## src/rtl/wishbone_row_master.sv

```systemverilog
// Wishbone master that streams 3-word data-memory rows (X,Y,Z) to a slave port,
// one CYC_O window per row followed by a CYC_O-low commit cycle with MST_O high.
module wishbone_row_master #(
  parameter int unsigned WB_WIDTH    = 32,
  parameter int unsigned ADDR_WIDTH  = 16,
  parameter int unsigned COUNT_WIDTH = 16
) (
  input  logic                    CLK_I,
  input  logic                    RST_I,
  input  logic                    iStart,
  input  logic [ADDR_WIDTH-1:0]   iSrcAddress,
  input  logic [ADDR_WIDTH-1:0]   iDstAddress,
  input  logic [COUNT_WIDTH-1:0]  iRowCount,
  output logic [ADDR_WIDTH-1:0]   oDataReadAddress,
  input  logic [3*WB_WIDTH-1:0]   iDataBus,
  output logic                    CYC_O,
  output logic                    STB_O,
  output logic                    WE_O,
  output logic [ADDR_WIDTH-1:0]   ADR_O,
  output logic [WB_WIDTH-1:0]     DAT_O,
  output logic [1:0]              TGA_O,
  output logic                    MST_O,
  input  logic                    GNT_I,
  input  logic                    ACK_I,
  input  logic                    ERR_I,
  output logic                    oBusy,
  output logic                    oDone,
  output logic                    oError
);

  typedef enum logic [3:0] {
    S_IDLE,
    S_RD,
    S_CAP,
    S_ARB,
    S_WR,
    S_GAP,
    S_COMMIT,
    S_ABORT,
    S_DONE
  } state_e;

  state_e                  state_q, state_d;
  logic [ADDR_WIDTH-1:0]   src_q, src_d;
  logic [ADDR_WIDTH-1:0]   dst_q, dst_d;
  logic [COUNT_WIDTH-1:0]  count_q, count_d;
  logic [3*WB_WIDTH-1:0]   row_q, row_d;
  logic [1:0]              idx_q, idx_d;
  logic                    err_q, err_d;

  logic                    cyc;
  logic                    stb;
  logic [WB_WIDTH-1:0]     word;

  always_ff @(posedge CLK_I or negedge RST_I) begin
    if (!RST_I) begin
      state_q <= S_IDLE;
      src_q   <= '0;
      dst_q   <= '0;
      count_q <= '0;
      row_q   <= '0;
      idx_q   <= '0;
      err_q   <= 1'b0;
    end else begin
      state_q <= state_d;
      src_q   <= src_d;
      dst_q   <= dst_d;
      count_q <= count_d;
      row_q   <= row_d;
      idx_q   <= idx_d;
      err_q   <= err_d;
    end
  end

  always_comb begin
    state_d = state_q;
    src_d   = src_q;
    dst_d   = dst_q;
    count_d = count_q;
    row_d   = row_q;
    idx_d   = idx_q;
    err_d   = err_q;
    cyc     = 1'b0;
    stb     = 1'b0;
    MST_O   = 1'b0;
    oBusy   = 1'b1;
    oDone   = 1'b0;
    oError  = 1'b0;

    case (state_q)
      S_IDLE: begin
        oBusy = 1'b0;
        if (iStart) begin
          err_d = 1'b0;
          if (iRowCount != '0) begin
            src_d   = iSrcAddress;
            dst_d   = iDstAddress;
            count_d = iRowCount;
            state_d = S_RD;
          end else begin
            state_d = S_DONE;
          end
        end
      end
      S_RD: begin
        state_d = S_CAP;
      end
      S_CAP: begin
        row_d   = iDataBus;
        state_d = S_ARB;
      end
      S_ARB: begin
        cyc   = 1'b1;
        idx_d = '0;
        if (GNT_I) begin
          state_d = S_WR;
        end
      end
      S_WR: begin
        // GNT_I is deliberately not looked at here: a started strobe runs to ACK/ERR.
        cyc = 1'b1;
        stb = 1'b1;
        if (ERR_I) begin
          state_d = S_ABORT;
        end else if (ACK_I) begin
          state_d = S_GAP;
        end
      end
      S_GAP: begin
        cyc = 1'b1;
        if (idx_q == 2'd2) begin
          state_d = S_COMMIT;
        end else begin
          idx_d   = idx_q + 2'd1;
          state_d = S_WR;
        end
      end
      S_COMMIT: begin
        MST_O   = 1'b1;
        src_d   = src_q + ADDR_WIDTH'(1);
        dst_d   = dst_q + ADDR_WIDTH'(1);
        count_d = count_q - COUNT_WIDTH'(1);
        state_d = (count_q == COUNT_WIDTH'(1)) ? S_DONE : S_RD;
      end
      S_ABORT: begin
        err_d   = 1'b1;
        state_d = S_DONE;
      end
      S_DONE: begin
        oDone   = 1'b1;
        oError  = err_q;
        state_d = S_IDLE;
      end
      default: begin
        state_d = S_IDLE;
      end
    endcase
  end

  always_comb begin
    case (idx_q)
      2'd0:    word = row_q[3*WB_WIDTH-1:2*WB_WIDTH];
      2'd1:    word = row_q[2*WB_WIDTH-1:WB_WIDTH];
      default: word = row_q[WB_WIDTH-1:0];
    endcase
  end

  // Bus-facing fields are forced to zero outside their qualifying window.
  assign CYC_O            = cyc;
  assign STB_O            = stb;
  assign WE_O             = cyc;
  assign TGA_O            = cyc ? 2'b01 : 2'b00;
  assign ADR_O            = cyc ? dst_q : '0;
  assign DAT_O            = stb ? word : '0;
  assign oDataReadAddress = src_q;

endmodule

```

## config.mk

```make
export PLATFORM = sky130hd
export DESIGN_NAME = wishbone_row_master
export DESIGN_NICKNAME = d
export VERILOG_FILES = /design/src/rtl/wishbone_row_master.sv
export SDC_FILE = /design/constraint.sdc
export NUM_CORES = 1
export LEC_CHECK = 0
export CELL_PAD_IN_SITES_DETAIL_PLACEMENT = 1
export CELL_PAD_IN_SITES_GLOBAL_PLACEMENT = 2
export CORE_MARGIN = 2
export CORE_UTILIZATION = 32
export CTS_BUF_LIST = sky130_fd_sc_hd__clkbuf_4
export CTS_CLUSTER_SIZE = 12
export DETAILED_ROUTE_END_ITERATION = 8
export HOLD_SLACK_MARGIN = 0.08
export MAX_ROUTING_LAYER = met4
export PLACE_DENSITY = 0.95
export SLEW_MARGIN = 40
export SYNTH_ARGS = -nofsm -noshare
export SYNTH_HDL_FRONTEND = slang
export SYNTH_SLANG_ARGS = --single-unit
```

## constraint.sdc

```tcl
create_clock -name CLK_I -period 4.3 [get_ports CLK_I]
set_input_delay 0.645 -clock CLK_I [delete_from_list [all_inputs] [get_ports CLK_I]]
set_output_delay 0.645 -clock CLK_I [all_outputs]
set_load 0.02 [all_outputs]
```

==> results.toml <==
[run_status]
outcome = "complete, no violations"

[final_layout]
nNetsFinal = 1077
n_antenna_cell = 0
regArea_um2 = 3780
fin_area_um2 = 10300
utilization_pct = 44.4
drive_gt1_share_pct = 16.4
area_growth_pct = 37.3
finalNonFillerCells = 1252
nFillCells = 2608
mostFrequentLayoutCells = "220 x clkdlybuf4s50_1, 151 x dfrtp_1, 92 x mux2_2"
final_common_cell = "clkdlybuf4s50_1"
multi_input_area_um2 = 3480

[clock_tree]
cts_tree = "built"
cts_setup_buffers = 0
clock_latency_ns = 0.57
hold_buffers = 1
cts_num_sinks = 151
cts_resized = 0
cts_root_buffer = "clkbuf_4"
cts.clk_slew.worst_paths_ns = 0.14
cts_inserted_buffers = 17
cts_buffer_depth = 2
htreeDepth = 4

[die]
die_h_um = 157
initial_core_util_pct = 32.3
num_rows = 56
die_x_um = 157
dieArea_um2 = 24700
pin_count = 223
core_um2 = 23300

[placed_design]
dp.cells = 1219
place_congestion = 0.812
portBuffers = 221
place_worst_setup_slack_ns = 1.13
dpl.hpwl_um = 16800
place_area_um2 = 10000

[power_and_ir_drop]
switchingPower_mw = 2.97
vdd_drop_max_v = 0.000456
seqPwrFrac_pct = 39.2
clock_power_share_pct = 12.2
combPwrFrac_pct = 48.6
swShare_pct = 41.8
intPower_mw = 4.13
finalPower_mw = 7.10
power.density_nw_per_um2 = 688
p_leak_nw = 3.97

[critical_path]
cp.arrival_ns = 3.05
crit_fanout = 25
cp.required_ns = 3.65
crit_path_end_kind = "output port"
critical_path_class = "reg -> out"
cp-start-kind = "flop"

[synthesis]
synth_edf_count = 0
synth_area_um2 = 7520
synthDistinctLibCells = 52
syn_area_per_cell_um2 = 10.5
syn-num-nets = 873
ys_seq_area_share_pct = 50.3
ys.warnings.count = 0
async_flop_share_pct = 100
synth_cells = 716
synth_seq_cells = 151
ys.flop_type = "dfrtp_1"

[timing]
maxSlewViolCount = 0
rsz0062_at_grt = "no"
whs_ns = 0.508
max_freq_mhz = 271
finClkSkew_ns = 0.0210
layout_setup_ws_ns = 0.603
final-setup-viol-count = 0
period_share_pct = 86.0
finalHoldViolCount = 0
fin_tns_setup_ns = 0
slew_headroom_pct = 49.2
tightest_slew_ns = 0.762
min_period_ns = 3.70

[grt]
antenna_found_initial = 0
grt_usage_pct = 20.0
grt_pass1_wl_um = 37200
grt_start_max_net_pins = 97
grt-ovfl-total = 0
grt_pass1_vias = 6794

[job]
cap_violations = 0

[detailed_routing]
drtPass1Iterations = 4
wl_per_cell_um = 19.0
ant_nets = 0
wl_um = 23800
vias = 6480
viasPerCell = 5.18
drc = 0
drtIter0Drc = 304

[hold_path]
hp-class = "reg -> reg"
## worst max-delay path: stages (launching register included)
cell and delay [ns]:
dfrtp_1 0.44, inv_1 0.08, ha_1 0.22, nor2_2 0.38
buf_4 0.38, nand2_1 0.10, a21oi_1 0.23, clkdlybuf4s50_1 0.65
## synth_stat cells, drive strengths merged (2+ instances only)
| cell type | instances | area share (%) |
|---|---|---|
| dfrtp | 151 | 50 |
| nand4 | 12 | 1.0 |
| o21ai | 21 | 1.5 |
| nand2b | 3 | 0.25 |
| a31oi | 6 | 0.50 |
| or4 | 2 | 0.20 |
| and4 | 3 | 0.35 |
| nor3 | 20 | 1.3 |
| o311ai | 2 | 0.23 |
| o211a | 2 | 0.27 |
| a21boi | 2 | 0.20 |
| o221a | 6 | 0.90 |
| nand3 | 27 | 1.8 |
| or3 | 4 | 0.33 |
| and2 | 17 | 1.4 |
| nand2 | 74 | 3.7 |
| ha | 7 | 1.2 |
| and3 | 8 | 0.67 |
| buf | 23 | 1.8 |
| clkbuf | 24 | 1.2 |
| nor2b | 3 | 0.25 |
| xor2 | 2 | 0.23 |
| a221oi | 2 | 0.23 |
| inv | 12 | 0.60 |
| nor4 | 11 | 1.5 |
| o211ai | 12 | 1.2 |
| a311oi | 5 | 0.58 |
| nor2 | 44 | 2.2 |
| mux2 | 96 | 14 |
| nor3b | 2 | 0.20 |
| o22ai | 4 | 0.33 |
| a22oi | 34 | 3.4 |
| a21oi | 57 | 3.8 |
| a211oi | 9 | 0.90 |
## area by class of cell
class / count / area share [%]
clock buffers: 18 / 1.31
clock inverters: 14 / 1.33
inverters: 12 / 0.436
multi-input cells: 506 / 33.7
flip-flops and latches: 151 / 36.6
well taps: 319 / 3.87
repair buffers: 232 / 22.7
## power by group through the flow
| stage | clock network [mW] | registers, mW | logic (mW) |
|---|---|---|---|
| floorplan | 0 | 2.66 | 2.34 |
| global placement | 0 | 2.77 | 3.35 |
| detailed placement | 0 | 2.81 | 3.47 |
| CTS | 0.902 | 2.78 | 3.49 |
| global route | 0.960 | 2.90 | 3.76 |
| finish | 0.866 | 2.79 | 3.45 |
## metal layers
metal  GRT usage (%)  vias to the layer above  share of wire [%]
met5               -                        -                  0
met4            5.19                        0                1.5
met1            24.5                     3233                 44
met2            32.3                      199                 47
met3            5.78                       23                7.3
li1                -                     3025                  -
## flip-flops by register name, indices dropped and copies added, names as in the netlist
signal,cells
dst_q,16
count_q,16
idx_q,2
oDataReadAddress,16
row_q,96
err_q,1
state_q,4
## cell families (layout without fill, tap and decap cells)
kind of cell	after synthesis	count (layout)	synth area share (%)
fa+ha+maj	7	7	1.16
buf+inv	59	276	3.58
other cells	1	1	0.0499
simple gates	232	232	15.6
flops	151	151	50.3
xor+xnor	2	2	0.233
compound gates	168	168	14.7
mux	96	96	14.4
## path summary, 6_finish.rpt
path                                                  start                          endpoint  slack, ns  depth (start not counted)
max                                    idx_q[0]$_DFFE_PN0P_                         DAT_O[15]       0.60                          7
min                        oDataReadAddress[15]$_DFFE_PN0P_  oDataReadAddress[15]$_DFFE_PN0P_       0.51                          1
max in group asynchronous                             RST_I             dst_q[15]$_DFFE_PN0P_       2.74                          3
min in group asynchronous                             RST_I             row_q[26]$_DFFE_PN0P_       0.65                          2
max reg2reg                          state_q[0]$_DFFE_PN0P_           count_q[11]$_DFFE_PN0P_       1.63                          7
min reg2reg                oDataReadAddress[15]$_DFFE_PN0P_  oDataReadAddress[15]$_DFFE_PN0P_       0.51                          1
No activity file was read; power rests on OpenSTA's default activity.
